### src/rtl/cpu_pkg.sv
// Shared widths, reset address, fetch state encoding and instruction field positions
// for the fetch stage and the blocks around it.
package cpu_pkg;
    localparam int ADDR_W   = 8;
    localparam int INSTR_W  = 11;
    localparam logic [ADDR_W-1:0] RESET_PC = 8'h00;

    typedef enum logic [1:0] {
        FS_BOOT = 2'd0,
        FS_RUN  = 2'd1,
        FS_HALT = 2'd2
    } fetch_state_t;

    localparam int INSTR_TYPE_BIT = 10;
    localparam int OPCODE_MSB     = 9;
    localparam int OPCODE_LSB     = 6;
    localparam int OP1_MSB        = 5;
    localparam int OP1_LSB        = 3;
    localparam int OP2_MSB        = 2;
    localparam int OP2_LSB        = 0;

    function automatic logic [3:0] instr_opcode(input logic [INSTR_W-1:0] instr);
        return instr[OPCODE_MSB:OPCODE_LSB];
    endfunction
endpackage

### src/rtl/fetch_unit_if.sv
// Fetch-stage bus: instruction-memory read port, decoder-side code port and control.
// master = the fetch unit; slave = memory/decoder/execute side.
interface fetch_unit_if #(
    parameter int ADDR_W  = cpu_pkg::ADDR_W,
    parameter int INSTR_W = cpu_pkg::INSTR_W
);
    logic [ADDR_W-1:0]  imem_addr;
    logic [INSTR_W-1:0] imem_rdata;
    logic               stall;
    logic               redirect;
    logic [ADDR_W-1:0]  redirect_pc;
    logic               halt;
    logic [INSTR_W-1:0] code;
    logic               code_valid;
    logic [ADDR_W-1:0]  code_pc;
    logic               halted;

    modport master (
        output imem_addr, code, code_valid, code_pc, halted,
        input  imem_rdata, stall, redirect, redirect_pc, halt
    );

    modport slave (
        input  imem_addr, code, code_valid, code_pc, halted,
        output imem_rdata, stall, redirect, redirect_pc, halt
    );
endinterface

### src/rtl/fetch_unit_skid.sv
// One-entry skid buffer holding an instruction word and its address while the
// decoder is stalled. Flush wins over load; load wins over drain (replace).
module fetch_unit_skid #(
    parameter int ADDR_W  = 8,
    parameter int INSTR_W = 11
) (
    input  logic               i_clk,
    input  logic               i_rst,
    input  logic               i_load,
    input  logic               i_drain,
    input  logic               i_flush,
    input  logic [INSTR_W-1:0] i_data,
    input  logic [ADDR_W-1:0]  i_pc,
    output logic               o_valid,
    output logic [INSTR_W-1:0] o_data,
    output logic [ADDR_W-1:0]  o_pc
);
    logic               r_valid;
    logic [INSTR_W-1:0] r_data;
    logic [ADDR_W-1:0]  r_pc;

    always_ff @(posedge i_clk) begin
        if (i_rst) begin
            r_valid <= 1'b0;
            r_data  <= '0;
            r_pc    <= '0;
        end else if (i_flush) begin
            r_valid <= 1'b0;
        end else if (i_load) begin
            r_valid <= 1'b1;
            r_data  <= i_data;
            r_pc    <= i_pc;
        end else if (i_drain) begin
            r_valid <= 1'b0;
        end
    end

    assign o_valid = r_valid;
    assign o_data  = r_data;
    assign o_pc    = r_pc;
endmodule

### src/rtl/fetch_unit.sv
// Instruction fetch: sequences the PC into a 1-cycle-latency instruction memory and
// delivers one word per cycle to the decoder, with redirect, stall and sticky halt.
module fetch_unit
    import cpu_pkg::*;
#(
    parameter int                ADDR_W   = cpu_pkg::ADDR_W,
    parameter int                INSTR_W  = cpu_pkg::INSTR_W,
    parameter logic [ADDR_W-1:0] RESET_PC = cpu_pkg::RESET_PC
) (
    input  logic          i_clk,
    input  logic          i_rst,
    fetch_unit_if.master  bus
);
    fetch_state_t       r_state, w_state_nxt;
    logic [ADDR_W-1:0]  r_addr, w_addr_nxt;
    logic               r_inflight_v, w_inflight_v_nxt;
    logic [ADDR_W-1:0]  r_inflight_pc, w_inflight_pc_nxt;
    logic [INSTR_W-1:0] r_code, w_code_nxt;
    logic               r_code_valid, w_code_valid_nxt;
    logic [ADDR_W-1:0]  r_code_pc, w_code_pc_nxt;
    logic               r_halted, w_halted_nxt;

    logic               w_skid_load, w_skid_drain, w_skid_flush;
    logic               w_skid_v;
    logic [INSTR_W-1:0] w_skid_data;
    logic [ADDR_W-1:0]  w_skid_pc;

    fetch_unit_skid #(
        .ADDR_W  (ADDR_W),
        .INSTR_W (INSTR_W)
    ) u_skid (
        .i_clk   (i_clk),
        .i_rst   (i_rst),
        .i_load  (w_skid_load),
        .i_drain (w_skid_drain),
        .i_flush (w_skid_flush),
        .i_data  (bus.imem_rdata),
        .i_pc    (r_inflight_pc),
        .o_valid (w_skid_v),
        .o_data  (w_skid_data),
        .o_pc    (w_skid_pc)
    );

    always_ff @(posedge i_clk) begin
        if (i_rst) begin
            r_state       <= FS_BOOT;
            r_addr        <= RESET_PC;
            r_inflight_v  <= 1'b0;
            r_inflight_pc <= '0;
            r_code        <= '0;
            r_code_valid  <= 1'b0;
            r_code_pc     <= '0;
            r_halted      <= 1'b0;
        end else begin
            r_state       <= w_state_nxt;
            r_addr        <= w_addr_nxt;
            r_inflight_v  <= w_inflight_v_nxt;
            r_inflight_pc <= w_inflight_pc_nxt;
            r_code        <= w_code_nxt;
            r_code_valid  <= w_code_valid_nxt;
            r_code_pc     <= w_code_pc_nxt;
            r_halted      <= w_halted_nxt;
        end
    end

    always_comb begin
        w_state_nxt       = r_state;
        w_addr_nxt        = r_addr;
        w_inflight_v_nxt  = r_inflight_v;
        w_inflight_pc_nxt = r_inflight_pc;
        w_code_nxt        = r_code;
        w_code_valid_nxt  = r_code_valid;
        w_code_pc_nxt     = r_code_pc;
        w_halted_nxt      = r_halted;
        w_skid_load       = 1'b0;
        w_skid_drain      = 1'b0;
        w_skid_flush      = 1'b0;

        case (r_state)
            FS_BOOT: begin
                if (bus.halt) begin
                    w_state_nxt      = FS_HALT;
                    w_code_valid_nxt = 1'b0;
                    w_inflight_v_nxt = 1'b0;
                    w_skid_flush     = 1'b1;
                    w_halted_nxt     = 1'b1;
                end else begin
                    // RESET_PC is already on imem_addr, so its read is in flight now.
                    w_inflight_v_nxt  = 1'b1;
                    w_inflight_pc_nxt = r_addr;
                    w_addr_nxt        = r_addr + ADDR_W'(1);
                    w_state_nxt       = FS_RUN;
                end
            end
            FS_RUN: begin
                if (bus.halt) begin
                    w_state_nxt      = FS_HALT;
                    w_code_valid_nxt = 1'b0;
                    w_inflight_v_nxt = 1'b0;
                    w_skid_flush     = 1'b1;
                    w_halted_nxt     = 1'b1;
                end else if (bus.redirect) begin
                    w_code_valid_nxt = 1'b0;
                    w_inflight_v_nxt = 1'b0;
                    w_skid_flush     = 1'b1;
                    w_addr_nxt       = bus.redirect_pc;
                end else if (bus.stall) begin
                    // The address stays put, so the read data of an uncaptured
                    // in-flight word would be lost next cycle: park it in the skid.
                    if (r_inflight_v && !w_skid_v) begin
                        w_skid_load      = 1'b1;
                        w_inflight_v_nxt = 1'b0;
                    end
                end else if (w_skid_v) begin
                    w_code_nxt       = w_skid_data;
                    w_code_pc_nxt    = w_skid_pc;
                    w_code_valid_nxt = 1'b1;
                    if (r_inflight_v) begin
                        w_skid_load      = 1'b1;
                        w_inflight_v_nxt = 1'b0;
                    end else begin
                        // imem_addr has been re-read throughout the stall, so the
                        // next word can be issued now without a bubble.
                        w_skid_drain      = 1'b1;
                        w_inflight_v_nxt  = 1'b1;
                        w_inflight_pc_nxt = r_addr;
                        w_addr_nxt        = r_addr + ADDR_W'(1);
                    end
                end else begin
                    w_code_valid_nxt = r_inflight_v;
                    if (r_inflight_v) begin
                        w_code_nxt    = bus.imem_rdata;
                        w_code_pc_nxt = r_inflight_pc;
                    end
                    w_inflight_v_nxt  = 1'b1;
                    w_inflight_pc_nxt = r_addr;
                    w_addr_nxt        = r_addr + ADDR_W'(1);
                end
            end
            FS_HALT: begin
                w_halted_nxt = 1'b1;
            end
            default: begin
                w_state_nxt = FS_BOOT;
            end
        endcase
    end

    assign bus.imem_addr  = r_addr;
    assign bus.code       = r_code;
    assign bus.code_valid = r_code_valid;
    assign bus.code_pc    = r_code_pc;
    assign bus.halted     = r_halted;
endmodule

### src/flat_wrapper.sv
// flat-port wrapper written by rule: the top's interface ports become plain ports
module fetch_unit_flat import cpu_pkg::*;
#(
    parameter int                ADDR_W   = cpu_pkg::ADDR_W,
    parameter int                INSTR_W  = cpu_pkg::INSTR_W,
    parameter logic [ADDR_W-1:0] RESET_PC = cpu_pkg::RESET_PC
)
  (i_clk, i_rst, bus_imem_addr, bus_code, bus_code_valid, bus_code_pc, bus_halted, bus_imem_rdata, bus_stall, bus_redirect, bus_redirect_pc, bus_halt);
  fetch_unit_if #(.ADDR_W(ADDR_W), .INSTR_W(INSTR_W)) bus_i ();
  input  logic i_clk;
  input  logic i_rst;
  output wire logic [$bits(bus_i.imem_addr)-1:0] bus_imem_addr;
  output wire logic [$bits(bus_i.code)-1:0] bus_code;
  output wire logic [$bits(bus_i.code_valid)-1:0] bus_code_valid;
  output wire logic [$bits(bus_i.code_pc)-1:0] bus_code_pc;
  output wire logic [$bits(bus_i.halted)-1:0] bus_halted;
  input wire logic [$bits(bus_i.imem_rdata)-1:0] bus_imem_rdata;
  input wire logic [$bits(bus_i.stall)-1:0] bus_stall;
  input wire logic [$bits(bus_i.redirect)-1:0] bus_redirect;
  input wire logic [$bits(bus_i.redirect_pc)-1:0] bus_redirect_pc;
  input wire logic [$bits(bus_i.halt)-1:0] bus_halt;
  assign bus_imem_addr = bus_i.imem_addr;
  assign bus_code = bus_i.code;
  assign bus_code_valid = bus_i.code_valid;
  assign bus_code_pc = bus_i.code_pc;
  assign bus_halted = bus_i.halted;
  assign bus_i.imem_rdata = bus_imem_rdata;
  assign bus_i.stall = bus_stall;
  assign bus_i.redirect = bus_redirect;
  assign bus_i.redirect_pc = bus_redirect_pc;
  assign bus_i.halt = bus_halt;
  fetch_unit #(.ADDR_W(ADDR_W), .INSTR_W(INSTR_W), .RESET_PC(RESET_PC)) u_core (.i_clk(i_clk), .i_rst(i_rst), .bus(bus_i));
endmodule
### config.mk
export PLATFORM = sky130hd
export DESIGN_NAME = fetch_unit_flat
export DESIGN_NICKNAME = d
export VERILOG_FILES = /design/src/rtl/cpu_pkg.sv /design/src/rtl/fetch_unit_if.sv /design/src/rtl/fetch_unit_skid.sv /design/src/rtl/fetch_unit.sv /design/src/flat_wrapper.sv
export SDC_FILE = /design/constraint.sdc
export NUM_CORES = 1
export LEC_CHECK = 0
export CAP_MARGIN = 20
export CORE_ASPECT_RATIO = 1.75
export CORE_UTILIZATION = 51
export CTS_CLUSTER_DIAMETER = 40
export DETAILED_ROUTE_END_ITERATION = 10
export MAX_ROUTING_LAYER = met4
export PLACE_DENSITY_LB_ADDON = 0.3
export SLEW_MARGIN = 20
export SYNTH_ARGS = -nofsm -noshare
export SYNTH_HDL_FRONTEND = slang
export SYNTH_SLANG_ARGS = --single-unit
### constraint.sdc
create_clock -name i_clk -period 2.2 [get_ports i_clk]
set_clock_uncertainty 0.05 [all_clocks]
set_input_delay 0.44 -clock i_clk [delete_from_list [all_inputs] [get_ports i_clk]]
set_output_delay 0.44 -clock i_clk [all_outputs]
set_load 0.01 [all_outputs]
==> impl_results.md <==
* Outcome: complete, but fails checks
* Failing checks: design-rule violations
* Clock-pin transition on the worst setup and hold timing paths at 0.06 ns
* Die area at 5611 sq um
* Met3 Routed Length at 234 um
* Hold crit path type: reg2reg
* Post-synthesis to final-layout area growth at 29.05%
* Top routing layer used: met4
* Kind of critical path: in2reg
* Minimum setup slack in the final design at 0.2368 ns
* Total power divided by cell area at 639.0 nW/um^2
* Seq/Total Area, Yosys at 0.4440
* Chip Height at 98.35 um
* WP data arrival at 2.16 ns
* Std-Cell Rows at 34
* Peak supply drop at 0.4013 mV
* Post-detail-place hpwl at 3.728 mm
* Die extent in x at 57.06 um
* Overflow left after global routing at 0
* Floorplan Core Area at 5020 sq um
* Buffers inserted by post-CTS timing repair at 0
* Worst Setup Start Kind: input port
* Area fraction of the dominant cell type after synthesis at 0.4440
* DRC at 10
* Netlist area before placement at 2705 sq um
* Number of instances in the synthesized netlist at 274
* Final net count at 353
* Most area-hungry cell type in the Yosys netlist: dfxtp_1
* Clock period minus final worst setup slack at 1.963 ns
* Global-route wire length before repair at 9.377 mm
* Core Util, Final at 0.6954
* Origin of the worst min-delay path: u_core.bus.halted$_SDFFE_PP0P_
* DR WL met2 at 2.833 mm
* Quantity of hold-fixing buffers added after cts at 0
* Count of pins on the block boundary at 53
* Ys async rst share at 0
* Required time worst endpoint at 2.39 ns
* Total number of yosys warnings at 0
* Antenna violations before repair at 0
* Drt first-iter violations at 73
* Total vias in the final route at 2155
* Number of sinks handled by clock tree synthesis at 60
* Final Routed Wirelength at 5.349 mm
* Worst skew pair latency at 0.33 ns
* Pin slew with the least headroom to its limit at 0.5913 ns
* Final setup violation count at 0
* Share of the clock period used by the worst path after layout at 0.8924
* Global placement routability congestion at 0.8529
* Number of synthesized register bits at 60
* Endpoint kind of the worst setup timing path: flop
* Antenna Diode Count at 0
* Antenna-violating nets left at 0
* Final routed wire length divided by cell count at 13.93 um
* Synthesized area divided by synthesized cell count at 9.873 sq um
* Crit path launch: bus_redirect
* Length of routed wiring on met1 at 2.164 mm
* Reg-to-reg critical path startpoint: u_core.r_state[1]$_SDFFE_PP0P_
* Global-route usage over all layers at 0.2183
* Detail-routed via count per cell at 5.612
* Post-synth top flop: dfxtp_1
* Number of unique standard cell types used by synthesis at 40
* Filler cell count in the final layout at 400
* Worst slew margin relative to its limit at 0.6017
* Number of detailed-routing iterations run before antenna repair at 7
* Number of global-route vias before repair at 2102
* Upper clock frequency limit at 509.4 MHz
* Final Max Tran Viols at 0
* IO buf count at 52
* Setup Slack @ Placement at -0.1017 ns
* Number of instances resized during post-cts repair at 0
* Final Total Pwr at 2.231 mW
* TritonCTS clock tree: built
* Largest net degree at the start of global routing at 62
* Cell leakage power at 1.319 nW
* Setup repair after global routing missed its margin: no
* Synthesized netlist net count at 299
* Number of buffers created by CTS at 9
* Maximum count of clock buffers along a single path at 2
* Initial core utilization at 0.5389
* CTS root buffer: clkbuf_8
* Worst-path fanout max at 30
* Max Cap Violations at 0
* Layout cell share with drive strength beyond 1 at 0.1515
* Number of levels the H-tree was split into at 3
* Final hold violation count at 0
* Synth area leaders: dfxtp_1, mux2i_1, a211oi_2, nor2_1, a21oi_1
* EDFF count, synth at 0
==> sequential cells by signal, indices dropped and copies added, names as in the netlist <==
name and count:
u_core.u_skid.o_pc 8, u_core.u_skid.o_valid 1, u_core.bus.code 11, u_core.u_skid.o_data 11, u_core.r_inflight_pc 8, u_core.bus.code_pc 8, u_core.bus.code_valid 1, u_core.bus.imem_addr 8
u_core.r_inflight_v 1, u_core.r_state 2, u_core.bus.halted 1
==> critical path: stages <==
cell             delay (ns)
clkdlybuf4s50_1        0.42
or4b_4                 0.55
nor3_4                 0.23
buf_12                 0.22
nor2_1                 0.07
a211oi_2               0.20
==> synth_stat cells (2+ instances only) <==
| library cell | number |
|---|---|
| and2_1 | 6 |
| nor4b_1 | 3 |
| nor3_1 | 2 |
| buf_6 | 3 |
| a21oi_1 | 12 |
| buf_4 | 3 |
| o21a_1 | 2 |
| buf_2 | 2 |
| a311oi_1 | 2 |
| o21ai_0 | 11 |
| a211oi_1 | 2 |
| inv_1 | 3 |
| a41oi_1 | 2 |
| nand2_1 | 4 |
| dfxtp_1 | 60 |
| mux2i_1 | 47 |
| a211oi_2 | 19 |
| clkbuf_1 | 12 |
| nand3_1 | 3 |
| nor2_1 | 52 |
| nand4_1 | 2 |
| nand2b_1 | 4 |
==> routing by layer <==
metal,vias up,global-route usage
li1,1076,-
met1,1018,0.2329
met2,48,0.3701
met3,13,0.05166
met4,0,0.1069
met5,-,-
==> cell usage in the layout, fill, tap and decap left out, types with 2 or more instances in the layout <==
cell type	n
a211oi_1	2
a211oi_2	19
a21oi_1	12
a311oi_1	2
a41oi_1	2
and2_1	6
buf_12	4
buf_4	8
clkbuf_8	10
clkdlybuf4s50_1	51
clkinv_2	2
dfxtp_1	60
inv_1	3
mux2i_1	47
nand2_1	4
nand2b_1	4
nand3_1	3
nand4_1	2
nor2_1	52
nor3_1	2
nor4b_1	3
o21a_1	2
o21ai_0	11
==> cell families (layout without fill, tap and decap cells) <==
kind of cell | count (synthesis) | count (layout) | share of synthesized area
AOI/OAI and AO/OA | 58 | 58 | 0.1795
xor gates and xnor gates | 1 | 1 | 0.003238
adders and majority gates | 1 | 1 | 0.004625
buffers and inverters | 25 | 81 | 0.04810
DFF | 60 | 60 | 0.4440
muxes | 47 | 47 | 0.1739
and+or+nand+nor | 82 | 82 | 0.1466
==> layout make-up <==
class                      instances  area [sq um]  share of cell area
sequential                        60          1201              0.3441
clock inverter                     3         40.04             0.01147
multi-input combinational        189          1374              0.3935
clock buffer                      10         137.6             0.03943
timing repair buffer              64         655.6              0.1878
inverter                           4         15.01            0.004301
tap                               54         67.56             0.01935
==> through the flow <==
stage	cells	TNS (ns)	hold slack, ns	instance area (sq um)
floorplan	274	0	0.4132	2705
global placement	371	-0.4261	0.3856	3313
detailed placement	371	-1.326	0.3961	3313
CTS	384	0	0.4066	3491
global route	384	0	0.4288	3491
finish	384	0	0.4000	3491
==> final timing paths <==
kind / to / slack (ns) / cells past startpoint
worst min-delay path: u_core.bus.halted$_SDFFE_PP0P_ / 0.40 / 2
worst max register to register: u_core.bus.code_pc[6]$_SDFFE_PP0P_ / 0.34 / 5
worst min register to register: u_core.bus.halted$_SDFFE_PP0P_ / 0.40 / 2
worst max-delay path: u_core.bus.code_pc[6]$_SDFFE_PP0P_ / 0.24 / 6
==> power breakdown <==
| group | total, mW | switching [mW] | leakage (nW) | internal (mW) |
|---|---|---|---|---|
| clock network | 0.911 | 0.380 | 0.0939 | 0.530 |
| logic | 0.195 | 0.0906 | 0.740 | 0.104 |
| registers | 1.13 | 0.0222 | 0.485 | 1.10 |
| total | 2.23 | 0.493 | 1.32 | 1.74 |
(Power assumes the default switching activity.)
==> edit (same flow settings) <==
Encoding of `fetch_state_t`: now one-hot (3 bits for 3 states).
--- a/src/rtl/cpu_pkg.sv
+++ b/src/rtl/cpu_pkg.sv
@@ -7,6 +7,6 @@
 
-    typedef enum logic [1:0] {
-        FS_BOOT = 2'd0,
-        FS_RUN  = 2'd1,
-        FS_HALT = 2'd2
+    typedef enum logic [2:0] {
+        FS_BOOT = 3'b001,
+        FS_RUN  = 3'b010,
+        FS_HALT = 3'b100
     } fetch_state_t;
Function: no difference found for any inputs over 4 cycles, from zero or initial values and one cycle with i_rst high; so few cycles prove little.
==> edit against the original RTL <==
  * Die area increased by 0.99%
  * Critical path depth unchanged
  * Power increased by 6.7%
  * Critical path type unchanged
  * Sequential cell count increased by 1
  * Routed wire length increased by 7.9%
  * Core utilization decreased by 0.065 points
  * Non-clock buffer count increased by 1
  * The run still ends with design-rule violations left
  * Critical endpoint is now u_core.bus.code[2]
  * Highest routed layer unchanged
  * Worst setup slack improved by 0.083 ns
  * Final area increased by 0.75%
  * Via count increased by 12%
  * Area after synthesis increased by 1.0%
==> edit: results (changes against the original RTL) <==
* Fin nets at 388 (was 353)
* Min-Delay Startpoint: u_core.bus.halted (unchanged)
* First-pass GRT wire length at 10.2 mm (was 9.38 mm)
* VDD IR-drop max at 612 uV (was 401 uV)
* Final non-filler cell total at 422 (was 384)
* Sequential element share of the synthesized area at 44.7% (was 44.4%)
* Post-Place Cells at 406 (was 371)
* R2r endpoint: u_core.bus.code[2] (was u_core.bus.code_pc[6])
* Largest fanout on the critical path at 39 (was 30)
* DRT iter0 DRCs at 98 (was 73)
* CP top delay family: simple AND/OR/NAND/NOR gates (unchanged)
* Synth Area per Inst at 8.79 sq um (was 9.87 sq um)
* Status: finished with violations (unchanged)
* Post-synthesis mux area share at 7.33% (was 17.4%)
* DP Area at 3320 sq um (was 3310 sq um)
* Post-synthesis xor/xnor area fraction at 0.641% (was 0.324%)
* Dpl hpwl at 3.83 mm (was 3.73 mm)
* Met1 Usage GRT at 25.6% (was 23.3%)
* Area contributors post-synth: dfxtp_1 (45%), mux2i_1 (7.3%), nand2_1 (7.0%) (was dfxtp_1 (44%), mux2i_1 (17%), a211oi_2 (8.8%))
* Asr flop ratio synth at 0% (unchanged)
* Vias at 2,404 (was 2,155)
* Share of cells above drive strength 1 at 14.4% (was 15.2%)
* Worst-margin pin slew at 0.690 ns (was 0.591 ns)
* # DRC at 4 (was 10)
* Global placer's final weighted congestion at 0.879 (was 0.853)
* Adder-Cell Fraction of Synth Area at 0.458% (was 0.463%)
* List of most frequent post-synthesis cells: dfxtp_1 (61), nand2_1 (51), a21oi_1 (29) (was dfxtp_1 (60), nor2_1 (52), mux2i_1 (47))
* Fin Hold WS at 0.402 ns (was 0.400 ns)
* Violated checks: design-rule violations (unchanged)
* Dpl ws at -0.0359 ns (was -0.102 ns)
* Worst flop-to-flop path startpoint: u_core.r_state[1] (unchanged)
* Largest net degree at the start of global routing at 53 (was 62)
* Crit path largest cell delay at 0.42 ns (was 0.55 ns)
* Pre-antenna DRT Iters at 10 (was 7)
* WHS Path Cells at 1 (was 2)
* Net Count, Synth at 336 (was 299)
* Met3 Resource Use GR at 4.46% (was 5.17%)
* Total Routing Usage GR at 23.4% (was 21.8%)
* Crit-path slowest cell: clkdlybuf4s50_1 (was or4b_4)
* CTS root buf: clkbuf_8 (unchanged)
* Leak pwr at 1.14 nW (was 1.32 nW)
* Maximum clock path buffer count at 2 (unchanged)
* Flop2flop setup slack at 0.40 ns (was 0.34 ns)
* Unique masters post-synth at 44 (was 40)
* CP arrival at 2.06 ns (was 2.16 ns)
* Wire per inst at 13.7 um (was 13.9 um)
* Synth Area in Compound Gates at 21.5% (was 17.9%)
* GR Util met2 at 39.2% (was 37.0%)
==> edit: layer usage <==
layer	vias to the layer above	wire, um
li1	1221	-
met3	9	199
met4	0	108
met2	57	2960
met1	1117	2500
met5	-	0
==> edit: power by group <==
group	internal, W	switching, W	total [W]
Combinational	0.000124	0.000137	0.000261
Clock	0.000551	0.000404	0.000955
Sequential	0.00113	0.0000344	0.00116
==> edit: worst max path at each step <==
stage	start	to	slack, ns	depth (start not counted)
after global placement	bus_redirect	u_core.r_inflight_pc[6]	0.03	7
after detailed placement	bus_redirect	u_core.bus.code_pc[0]	-0.04	6
final	bus_redirect	u_core.bus.code[2]	0.32	6
after global routing	bus_redirect	u_core.bus.code[4]	0.17	6
after floorplan	u_core.r_state[0]	u_core.bus.code[3]	0.56	6
after CTS	bus_redirect	u_core.bus.code[2]	0.30	6
==> edit: layout make-up <==
cell class	count	area [sq um]
fill	428	1550
multi-input combinational	223	1390
sequential	61	1220
timing repair buffer	65	638
clock buffer	12	145
tap	54	67.6
clock inverter	4	47.5
inverter	3	11.3
